`src/rtl/if_id_queue_if.sv`:
```
// Fetch/decode handshake bundle for the IF/ID prefetch queue.
interface if_id_queue_if #(
  parameter int unsigned DEPTH = 4,
  parameter int unsigned WIDTH = 32
);
  localparam int unsigned CW = $clog2(DEPTH) + 1;

  logic             flush;
  logic             in_valid;
  logic [WIDTH-1:0] PC_in;
  logic [WIDTH-1:0] Instruction_in;
  logic             freeze;
  logic             out_valid;
  logic [WIDTH-1:0] PC_out;
  logic [WIDTH-1:0] Instruction_out;
  logic             if_stall;
  logic [CW-1:0]    count;

  // Pipeline side: drives fetch data and control, observes the head entry.
  modport master (
    output flush, in_valid, PC_in, Instruction_in, freeze,
    input  out_valid, PC_out, Instruction_out, if_stall, count
  );

  // Queue side.
  modport slave (
    input  flush, in_valid, PC_in, Instruction_in, freeze,
    output out_valid, PC_out, Instruction_out, if_stall, count
  );
endinterface

```
`src/rtl/if_id_queue.sv`:
```
// Instruction prefetch queue between fetch and decode: first-word-fall-through
// FIFO of {PC, Instruction} pairs, cleared by a taken branch.
module if_id_queue #(
  parameter int unsigned DEPTH = 4,
  parameter int unsigned WIDTH = 32
) (
  input logic          clk,
  input logic          rst,
  if_id_queue_if.slave bus
);
  localparam int unsigned AW = $clog2(DEPTH);
  localparam int unsigned CW = AW + 1;

  typedef struct packed {
    logic [WIDTH-1:0] pc;
    logic [WIDTH-1:0] ins;
  } entry_t;

  entry_t        mem [DEPTH];
  logic [AW-1:0] wr_ptr_q, wr_ptr_d;
  logic [AW-1:0] rd_ptr_q, rd_ptr_d;
  logic [CW-1:0] count_q, count_d;
  logic          full_c, empty_c, push_c, pop_c;
  entry_t        head_c;

  // Occupancy flags and the handshake qualifiers; flush overrides both moves.
  always_comb begin
    full_c  = (count_q == CW'(DEPTH));
    empty_c = (count_q == '0);
    push_c  = bus.in_valid & ~full_c & ~bus.flush;
    pop_c   = ~empty_c & ~bus.freeze & ~bus.flush;
  end

  // Next pointer/occupancy state; power-of-two depth makes pointer wrap free.
  always_comb begin
    wr_ptr_d = wr_ptr_q;
    rd_ptr_d = rd_ptr_q;
    count_d  = count_q;
    if (bus.flush) begin
      wr_ptr_d = '0;
      rd_ptr_d = '0;
      count_d  = '0;
    end else begin
      if (push_c) wr_ptr_d = wr_ptr_q + AW'(1);
      if (pop_c)  rd_ptr_d = rd_ptr_q + AW'(1);
      case ({push_c, pop_c})
        2'b10:   count_d = count_q + CW'(1);
        2'b01:   count_d = count_q - CW'(1);
        default: count_d = count_q;
      endcase
    end
  end

  // Control state register.
  always_ff @(posedge clk or negedge rst) begin
    if (!rst) begin
      wr_ptr_q <= '0;
      rd_ptr_q <= '0;
      count_q  <= '0;
    end else begin
      wr_ptr_q <= wr_ptr_d;
      rd_ptr_q <= rd_ptr_d;
      count_q  <= count_d;
    end
  end

  // Entry storage; contents need no reset because occupancy gates visibility.
  always_ff @(posedge clk) begin
    if (push_c) mem[wr_ptr_q] <= '{pc: bus.PC_in, ins: bus.Instruction_in};
  end

  // Head entry, forced to a zero bubble while empty.
  always_comb begin
    head_c = '0;
    if (!empty_c) head_c = mem[rd_ptr_q];
  end

  assign bus.out_valid       = ~empty_c;
  assign bus.PC_out          = head_c.pc;
  assign bus.Instruction_out = head_c.ins;
  assign bus.if_stall        = full_c;
  assign bus.count           = count_q;

  // Occupancy stays in range and agrees with the pointer distance.
  a_count_range: assert property (@(posedge clk) disable iff (!rst)
    count_q <= CW'(DEPTH));
  a_count_ptrs: assert property (@(posedge clk) disable iff (!rst)
    count_q[AW-1:0] == AW'(wr_ptr_q - rd_ptr_q));
endmodule
```
`src/flat_wrapper.sv`:
```
// flat-port wrapper written by rule: the top's interface ports become plain ports
module if_id_queue_flat 
#(
  parameter int unsigned DEPTH = 4,
  parameter int unsigned WIDTH = 32
)
  (clk, rst, bus_flush, bus_in_valid, bus_PC_in, bus_Instruction_in, bus_freeze, bus_out_valid, bus_PC_out, bus_Instruction_out, bus_if_stall, bus_count);
  if_id_queue_if #(.DEPTH(DEPTH), .WIDTH(WIDTH)) bus_i ();
  input logic clk;
  input logic rst;
  input wire logic [$bits(bus_i.flush)-1:0] bus_flush;
  input wire logic [$bits(bus_i.in_valid)-1:0] bus_in_valid;
  input wire logic [$bits(bus_i.PC_in)-1:0] bus_PC_in;
  input wire logic [$bits(bus_i.Instruction_in)-1:0] bus_Instruction_in;
  input wire logic [$bits(bus_i.freeze)-1:0] bus_freeze;
  output wire logic [$bits(bus_i.out_valid)-1:0] bus_out_valid;
  output wire logic [$bits(bus_i.PC_out)-1:0] bus_PC_out;
  output wire logic [$bits(bus_i.Instruction_out)-1:0] bus_Instruction_out;
  output wire logic [$bits(bus_i.if_stall)-1:0] bus_if_stall;
  output wire logic [$bits(bus_i.count)-1:0] bus_count;
  assign bus_i.flush = bus_flush;
  assign bus_i.in_valid = bus_in_valid;
  assign bus_i.PC_in = bus_PC_in;
  assign bus_i.Instruction_in = bus_Instruction_in;
  assign bus_i.freeze = bus_freeze;
  assign bus_out_valid = bus_i.out_valid;
  assign bus_PC_out = bus_i.PC_out;
  assign bus_Instruction_out = bus_i.Instruction_out;
  assign bus_if_stall = bus_i.if_stall;
  assign bus_count = bus_i.count;
  if_id_queue #(.DEPTH(DEPTH), .WIDTH(WIDTH)) u_core (.clk(clk), .rst(rst), .bus(bus_i));
endmodule
```
`config.mk`:
```
export PLATFORM = sky130hd
export DESIGN_NAME = if_id_queue_flat
export DESIGN_NICKNAME = d
export VERILOG_FILES = /design/src/rtl/if_id_queue_if.sv /design/src/rtl/if_id_queue.sv /design/src/flat_wrapper.sv
export SDC_FILE = /design/constraint.sdc
export NUM_CORES = 1
export LEC_CHECK = 0
export ABC_AREA = 1
export CAP_MARGIN = 5
export CORE_MARGIN = 3
export CORE_UTILIZATION = 60
export CTS_BUF_LIST = sky130_fd_sc_hd__clkbuf_4
export DETAILED_ROUTE_END_ITERATION = 8
export PLACE_DENSITY_LB_ADDON = 0.3
export SETUP_SLACK_MARGIN = 0.02
export SYNTH_ARGS = -nofsm -noshare
export SYNTH_HDL_FRONTEND = slang
export SYNTH_SLANG_ARGS = --single-unit
```
`constraint.sdc`:
```
create_clock -name clk -period 9.05 [get_ports clk]
set_input_delay 1.3575 -clock clk [delete_from_list [all_inputs] [get_ports clk]]
set_output_delay 1.3575 -clock clk [all_outputs]
set_load 0.01 [all_outputs]
```
==> results of run 1 <==
stage by stage:
stage	hold slack [ns]	setup slack [ns]
floorplan	0.579	4.19
global placement	0.618	5.00
detailed placement	0.626	4.88
CTS	0.636	4.15
global route	0.657	3.91
finish	0.633	4.20
kinds of logic after synthesis:
| family | Yosys count |
|---|---|
| simple gates | 286 |
| flops | 263 |
| compound gates | 200 |
| buf+inv | 65 |
| fa+ha+maj | 5 |
| xor+xnor | 1 |
worst max-delay path: cells and delay by family, from the launching register on:
kind            cells  cell delay, ns
flops               1            0.63
buf+inv             3            1.62
compound gates      2            0.58
cells in the mapped netlist, types with 2 or more instances:
cell type	n	area share [%]
sky130_fd_sc_hd__edfxtp_1	256	74
sky130_fd_sc_hd__o21ai_1	3	0.14
sky130_fd_sc_hd__clkbuf_1	13	0.47
sky130_fd_sc_hd__nand3_1	5	0.24
sky130_fd_sc_hd__inv_2	2	0.072
sky130_fd_sc_hd__a21oi_1	68	3.3
sky130_fd_sc_hd__nand2_1	15	0.54
sky130_fd_sc_hd__buf_1	8	0.29
sky130_fd_sc_hd__buf_2	12	0.58
sky130_fd_sc_hd__buf_4	14	1.0
sky130_fd_sc_hd__inv_1	15	0.54
sky130_fd_sc_hd__o21ai_0	128	6.2
sky130_fd_sc_hd__dfrtp_1	7	1.7
sky130_fd_sc_hd__nor2_1	262	9.5
sky130_fd_sc_hd__ha_1	4	0.48
area by class of cell:
type,count,area share (%)
Sequential cell,263,62.3
Multi-Input combinational cell,492,17.5
Timing Repair Buffer,146,11.4
Clock buffer,89,5.29
Tap cell,220,2.18
Clock inverter,24,0.724
Inverter,17,0.516
Antenna cell,3,0.0595
path summary, 6_finish.rpt:
check                                       to  slack (ns)  cells past startpoint
max                             bus_PC_out[22]        4.20                      5
min                         u_core.wr_ptr_q[1]        0.63                      2
max reg2reg                  u_core.mem[0][38]        6.59                      7
min reg2reg                 u_core.wr_ptr_q[1]        0.63                      2
max in group asynchronous   u_core.rd_ptr_q[0]        7.79                      1
min in group asynchronous  u_core.bus.count[2]        0.95                      1
per-layer routing:
metal / routed length, um / share of wire, % / global-route usage (%) / up-vias
met2: 10900 / 51 / 39.1 / 302
met3: 1630 / 7.6 / 4.71 / 36
met5: 0 / 0 / 0 / -
li1: - / - / - / 3262
met4: 427 / 2.0 / 9.70 / 0
met1: 8520 / 40 / 29.5 / 3250
state kept, by name (all words and copies together), names as in the netlist:
signal and count:
u_core.rd_ptr_q 2, u_core.bus.count 3, u_core.wr_ptr_q 2, u_core.mem 256
power groups by stage:
| stage | registers [W] | logic [W] | clock network (W) |
|---|---|---|---|
| after floorplan | 0.00146 | 0.000561 | 0 |
| after global placement | 0.00147 | 0.00106 | 0 |
| after detailed placement | 0.00147 | 0.00107 | 0 |
| after CTS | 0.00145 | 0.00108 | 0.000897 |
| after global routing | 0.00145 | 0.00118 | 0.000960 |
| final | 0.00145 | 0.00107 | 0.000877 |
==> metrics, run 1 <==
total standard cell area after synthesis=10400 um^2; clock insertion delay at the later pin of the skew report=around 0.67 ns; NumNets Final=1055; portion of the post-synthesis area used by sequential elements=75.9%; Setup Viol. Count Final=0; Post-CTS Hold Buffers=0; Die Ht=approximately 140 um; most frequent cells in the layout=sky130_fd_sc_hd__nor2_1, sky130_fd_sc_hd__edfxtp_1, sky130_fd_sc_hd__clkdlybuf4s50_1, sky130_fd_sc_hd__o21ai_0, sky130_fd_sc_hd__clkbuf_4; final setup skew=0.0269 ns; post-CTS setup buffer count=0; remaining global-route overflow=0; Core Area=~17000 um^2; H-tree depth=2; Pre-antenna DRT Iters=5; final non-filler cell total=approximately 1300; internal power=0.00233 W; post-synthesis average cell area=approximately 13 um^2; endpoint class of the critical path=output port; Peak Freq=206 MHz; number of max-slew violations in the final report=0; residual DRC count=0; Total Power=0.00340 W; required time worst endpoint=roughly 7.7 ns; fraction of registers with async set/reset=2.66%; launch instance of the worst register-to-register path=u_core.bus.count[0]; type of the tightest min-delay check=register to register; worst-path maximum fanout=109; crit start category=register; first-pass GRT wire length=about 33000 um; post-synthesis net count=between 800 and 900; class of the most critical setup path=register to output port; adder-cell share of the synthesized area=0.676%; clock root buffer master=sky130_fd_sc_hd__clkbuf_4; most common library cell in the layout ignoring fill and taps=sky130_fd_sc_hd__nor2_1; number of buffers added on ports=137; detailed-route wire length per cell=17.1 um; final instance area=between 10000 and 15000 um^2; fraction of the core area covered by cells at the end of the flow=about three quarters; P_leak=4.36 nW; outcome=finished clean; via count=between 6000 and 7000; main combinational cell family by area after synthesis=simple AND/OR/NAND/NOR gates; DPL Wire Length=11600 um; Main synth FF type=sky130_fd_sc_hd__edfxtp_1; count of max-cap constraint violations=0; clock-pin slew of the registers on the worst-case setup and hold paths=about 0.060 ns; maximum resistive drop on vdd=between 0.0002 and 0.00025 V; number of synthesis warnings=0; number of clock buffers inserted by TritonCTS=61; vias per cell=between 5 and 6; Core Rows=47; final critical-path required period=about 4.9 ns; simple-gate share of the synthesized area=a little over a tenth; cell area after placement=between 10000 and 15000 um^2; share of total power in combinational logic=31.5%; starting utilization of the core area=61.8%; number of flops mapped to enable cells by yosys=256; part of the total power dissipated in the clock network=25.8%; power share of the sequential group=42.7%; Max Buffers Root-to-Sink=3; synthesized-area fraction occupied by ao, oa, aoi and oai cells=under 10%; power per cell area=269 nW/um^2; largest net degree at the start of global routing=110; remaining antenna violation count after routing=0; Synth-to-Final Area Change=21.8%; transition time at the pin with the least slew margin=~1.1 ns; full die area=~19000 um^2; mux cell area share after synthesis=0%; cells along the critical path=clkinv_2, buf_4, o21ai_0, a21oi_1, clkdlybuf4s50_1; fraction of layout cells with a size suffix above 1=11.0%; total detailed-routing wirelength=21500 um; part of the cycle the worst path needs=53.6%; xor/xnor cell area share of the yosys netlist=less than 1%; CP Data Arrival Time=3.49 ns; launch point of the worst hold path=u_core.wr_ptr_q[1]; number of storage elements in the synthesis netlist=263; Reg area=7870 um^2; clk sink count=263; I/O pin count=138; sw frac=31.3%; area taken by multi-input logic gates=between 2000 and 2500 um^2; # resized after CTS=0; Slew Limit Headroom=27.9%; setup repair after global routing missed its margin=no; slowest CP cell=sky130_fd_sc_hd__buf_4; gr usage total=23.2%; cell count after synthesis=820; fillcell total=1077; final total negative setup slack=0 ns; number of hold violations in the final report=0; number of distinct library cells after synthesis=23; net load switching power=approximately 0.0011 W; launch point of the worst path=u_core.rd_ptr_q[0]; die width=137 um; antenna violations before repair=1; via count of the first global-routing pass=6831; Worst path max stage delay=0.78 ns; Routability Congestion=0.819; CTS tree=done; first-iteration detailed-routing DRC count=592; total instance count after detailed placement=1138
Power figures use the tool's default switching activity.
==> run 2, diff against run 1 <==
- CORE_UTILIZATION: 60 -> 57
- clock period: 9.05 -> 4.6 ns (I/O delays scaled with it)
==> run 2 against run 1 <==
Against the previous run: register-to-register slack got worse by 4.5 ns; worst setup slack lost 3.4 ns; highest routed layer unchanged; clock skew fell by 0.0089 ns; global-route usage is 0.55 points lower; largest cell class unchanged; cell count about the same.
==> metrics, run 2 (synthesis gave the netlist of run 1 again) <==
clock insertion delay at the later pin of the skew report=0.66 ns; Synth-to-Final Area Change=22.8%; detailed-route wire length per cell=around 18 um; power per cell area=approximately 530 nW/um^2; total detailed-routing wirelength=~22000 um; fraction of layout cells with a size suffix above 1=11.8%; starting utilization of the core area=59.1%; met3 layer usage reported by global route=under 10%; most common library cell in the layout ignoring fill and taps=sky130_fd_sc_hd__nor2_1; number of clock buffers inserted by TritonCTS=60; fraction of the core area covered by cells at the end of the flow=72.6%; part of the total power dissipated in the clock network=26.2%; area taken by multi-input logic gates=2210 um^2; internal power=0.00467 W; full die area=19800 um^2; cell with the most instances on the worst path=sky130_fd_sc_hd__nor2_1; slowest CP cell=sky130_fd_sc_hd__buf_4; outcome=finished clean; DPL Wire Length=12600 um; Routability Congestion=0.773; Post-CTS Hold Buffers=0; I/O pin count=around 140; CTS tree=done; endpoint class of the critical path=output port; Core Rows=48; required time worst endpoint=3.91 ns; worst setup margin=just over 0.8 ns; top register by number of flip-flops=u_core.mem; largest net degree at the start of global routing=95; # resized after CTS=0; number of buffers added on ports=~140; sw frac=between 30% and 40%; crit start category=register; count of max-cap constraint violations=0; setup repair after global routing missed its margin=no; type of the tightest min-delay check=primary input to asynchronous set/reset pin; share of total power in combinational logic=approximately a third; Setup Viol. Count Final=0; post-CTS setup buffer count=0; Peak Freq=around 260 MHz; first-pass GRT wire length=35300 um; grt met2 use=roughly two fifths; cells along the critical path=buf_4, nor2_1, nor2_1, o21ai_0, a21oi_1, clkdlybuf4s50_1; class of the most critical setup path=register to output port; worst-path maximum fanout=a little under 90; max FFs per register=256; residual DRC count=0; remaining global-route overflow=0; Die Ht=141 um; die width=141 um; antenna violations before repair=1; GRT Max-Usage Layer=met2; net load switching power=roughly 0.0021 W; number of hold violations in the final report=0; via count of the first global-routing pass=a little over 7000; vias per cell=5.44; Slew Limit Headroom=36.5%; clock-pin slew of the registers on the worst-case setup and hold paths=0.07 ns; fillcell total=roughly 1200; power share of the sequential group=41.6%; CP Data Arrival Time=3.09 ns; maximum resistive drop on vdd=around 0.00034 V; number of max-slew violations in the final report=0; most frequent cells in the layout=sky130_fd_sc_hd__nor2_1, sky130_fd_sc_hd__edfxtp_1, sky130_fd_sc_hd__clkdlybuf4s50_1, sky130_fd_sc_hd__o21ai_0, sky130_fd_sc_hd__clkbuf_4; first-iteration detailed-routing DRC count=approximately 510; final total negative setup slack=0 ns; Max Buffers Root-to-Sink=3; gr usage total=22.6%; Worst path max stage delay=0.73 ns; clk sink count=263; P_leak=4.41 nW; GRT met1 Usage=28.1%; part of the cycle the worst path needs=between 80% and 90%; Core Area=17500 um^2; minimum setup slack after placement=1.53 ns; Reg area=7870 um^2; H-tree depth=2; via count=6822; remaining antenna violation count after routing=0; final critical-path required period=roughly 3.8 ns; Total Power=0.00679 W; NumNets Final=1061; final setup skew=0.0180 ns; clock root buffer master=sky130_fd_sc_hd__clkbuf_4; transition time at the pin with the least slew margin=0.953 ns; Pre-antenna DRT Iters=5
run 2: cell count changes in the layout (fill, tap and decap cells not counted), sizes merged:
cell	before	now
clkbuf	89	91
clkinv	24	13
inv	17	16
bufinv	0	1
diode	3	1
buf	9	16
run 2: final cells by class:
| class | instances | area share, % |
|---|---|---|
| clock buffer | 91 | 5.37 |
| sequential | 263 | 61.8 |
| inverter | 17 | 0.511 |
| multi-input combinational | 492 | 17.3 |
| antenna | 1 | 0.0197 |
| clock inverter | 13 | 0.590 |
| tap | 225 | 2.21 |
| timing repair buffer | 153 | 12.1 |
run 2: power by group through the flow:
stage / clock network, W / logic (W) / registers, W
finish: 0.00178 / 0.00218 / 0.00282
global route: 0.00194 / 0.00239 / 0.00283
CTS: 0.00182 / 0.00220 / 0.00282
detailed placement: 0 / 0.00218 / 0.00287
global placement: 0 / 0.00216 / 0.00287
floorplan: 0 / 0.00110 / 0.00288
run 2: per-layer routing:
metal | routed length (um) | up-vias
met5 | 0 | -
met4 | 425 | 0
met3 | 1440 | 33
met2 | 11700 | 252
met1 | 8940 | 3267
li1 | - | 3270
run 2: final timing paths:
kind                                     start             endpoint  slack (ns)  cells after the start
hold reg to reg            u_core.bus.count[1]  u_core.bus.count[1]        0.61                      2
setup / recovery            u_core.rd_ptr_q[0]       bus_PC_out[22]        0.82                      6
hold / removal                             rst  u_core.bus.count[1]        0.30                      1
min in group clk           u_core.bus.count[1]  u_core.bus.count[1]        0.61                      2
setup reg to reg           u_core.bus.count[0]    u_core.mem[1][16]        2.12                      7
max in group asynchronous                  rst   u_core.rd_ptr_q[0]        4.01                      1
run 2: worst max-delay path: cells and delay by family, from the launching register on:
family	cells	cell delay, ns
AO/OA/AOI/OAI	2	0.39
buffers and inverters	2	1.34
AND/OR/NAND/NOR	2	0.22
flip-flops	1	0.43
run 2: per-stage QoR:
step / instances / hold slack [ns] / instance area, um^2
after global routing: 1255 / 0.253 / 12700
after CTS: 1254 / 0.225 / 12700
final: 1255 / 0.297 / 12700
after detailed placement: 1150 / 0.608 / 12000
after global placement: 1150 / 0.606 / 12000
after floorplan: 820 / 0.394 / 10400
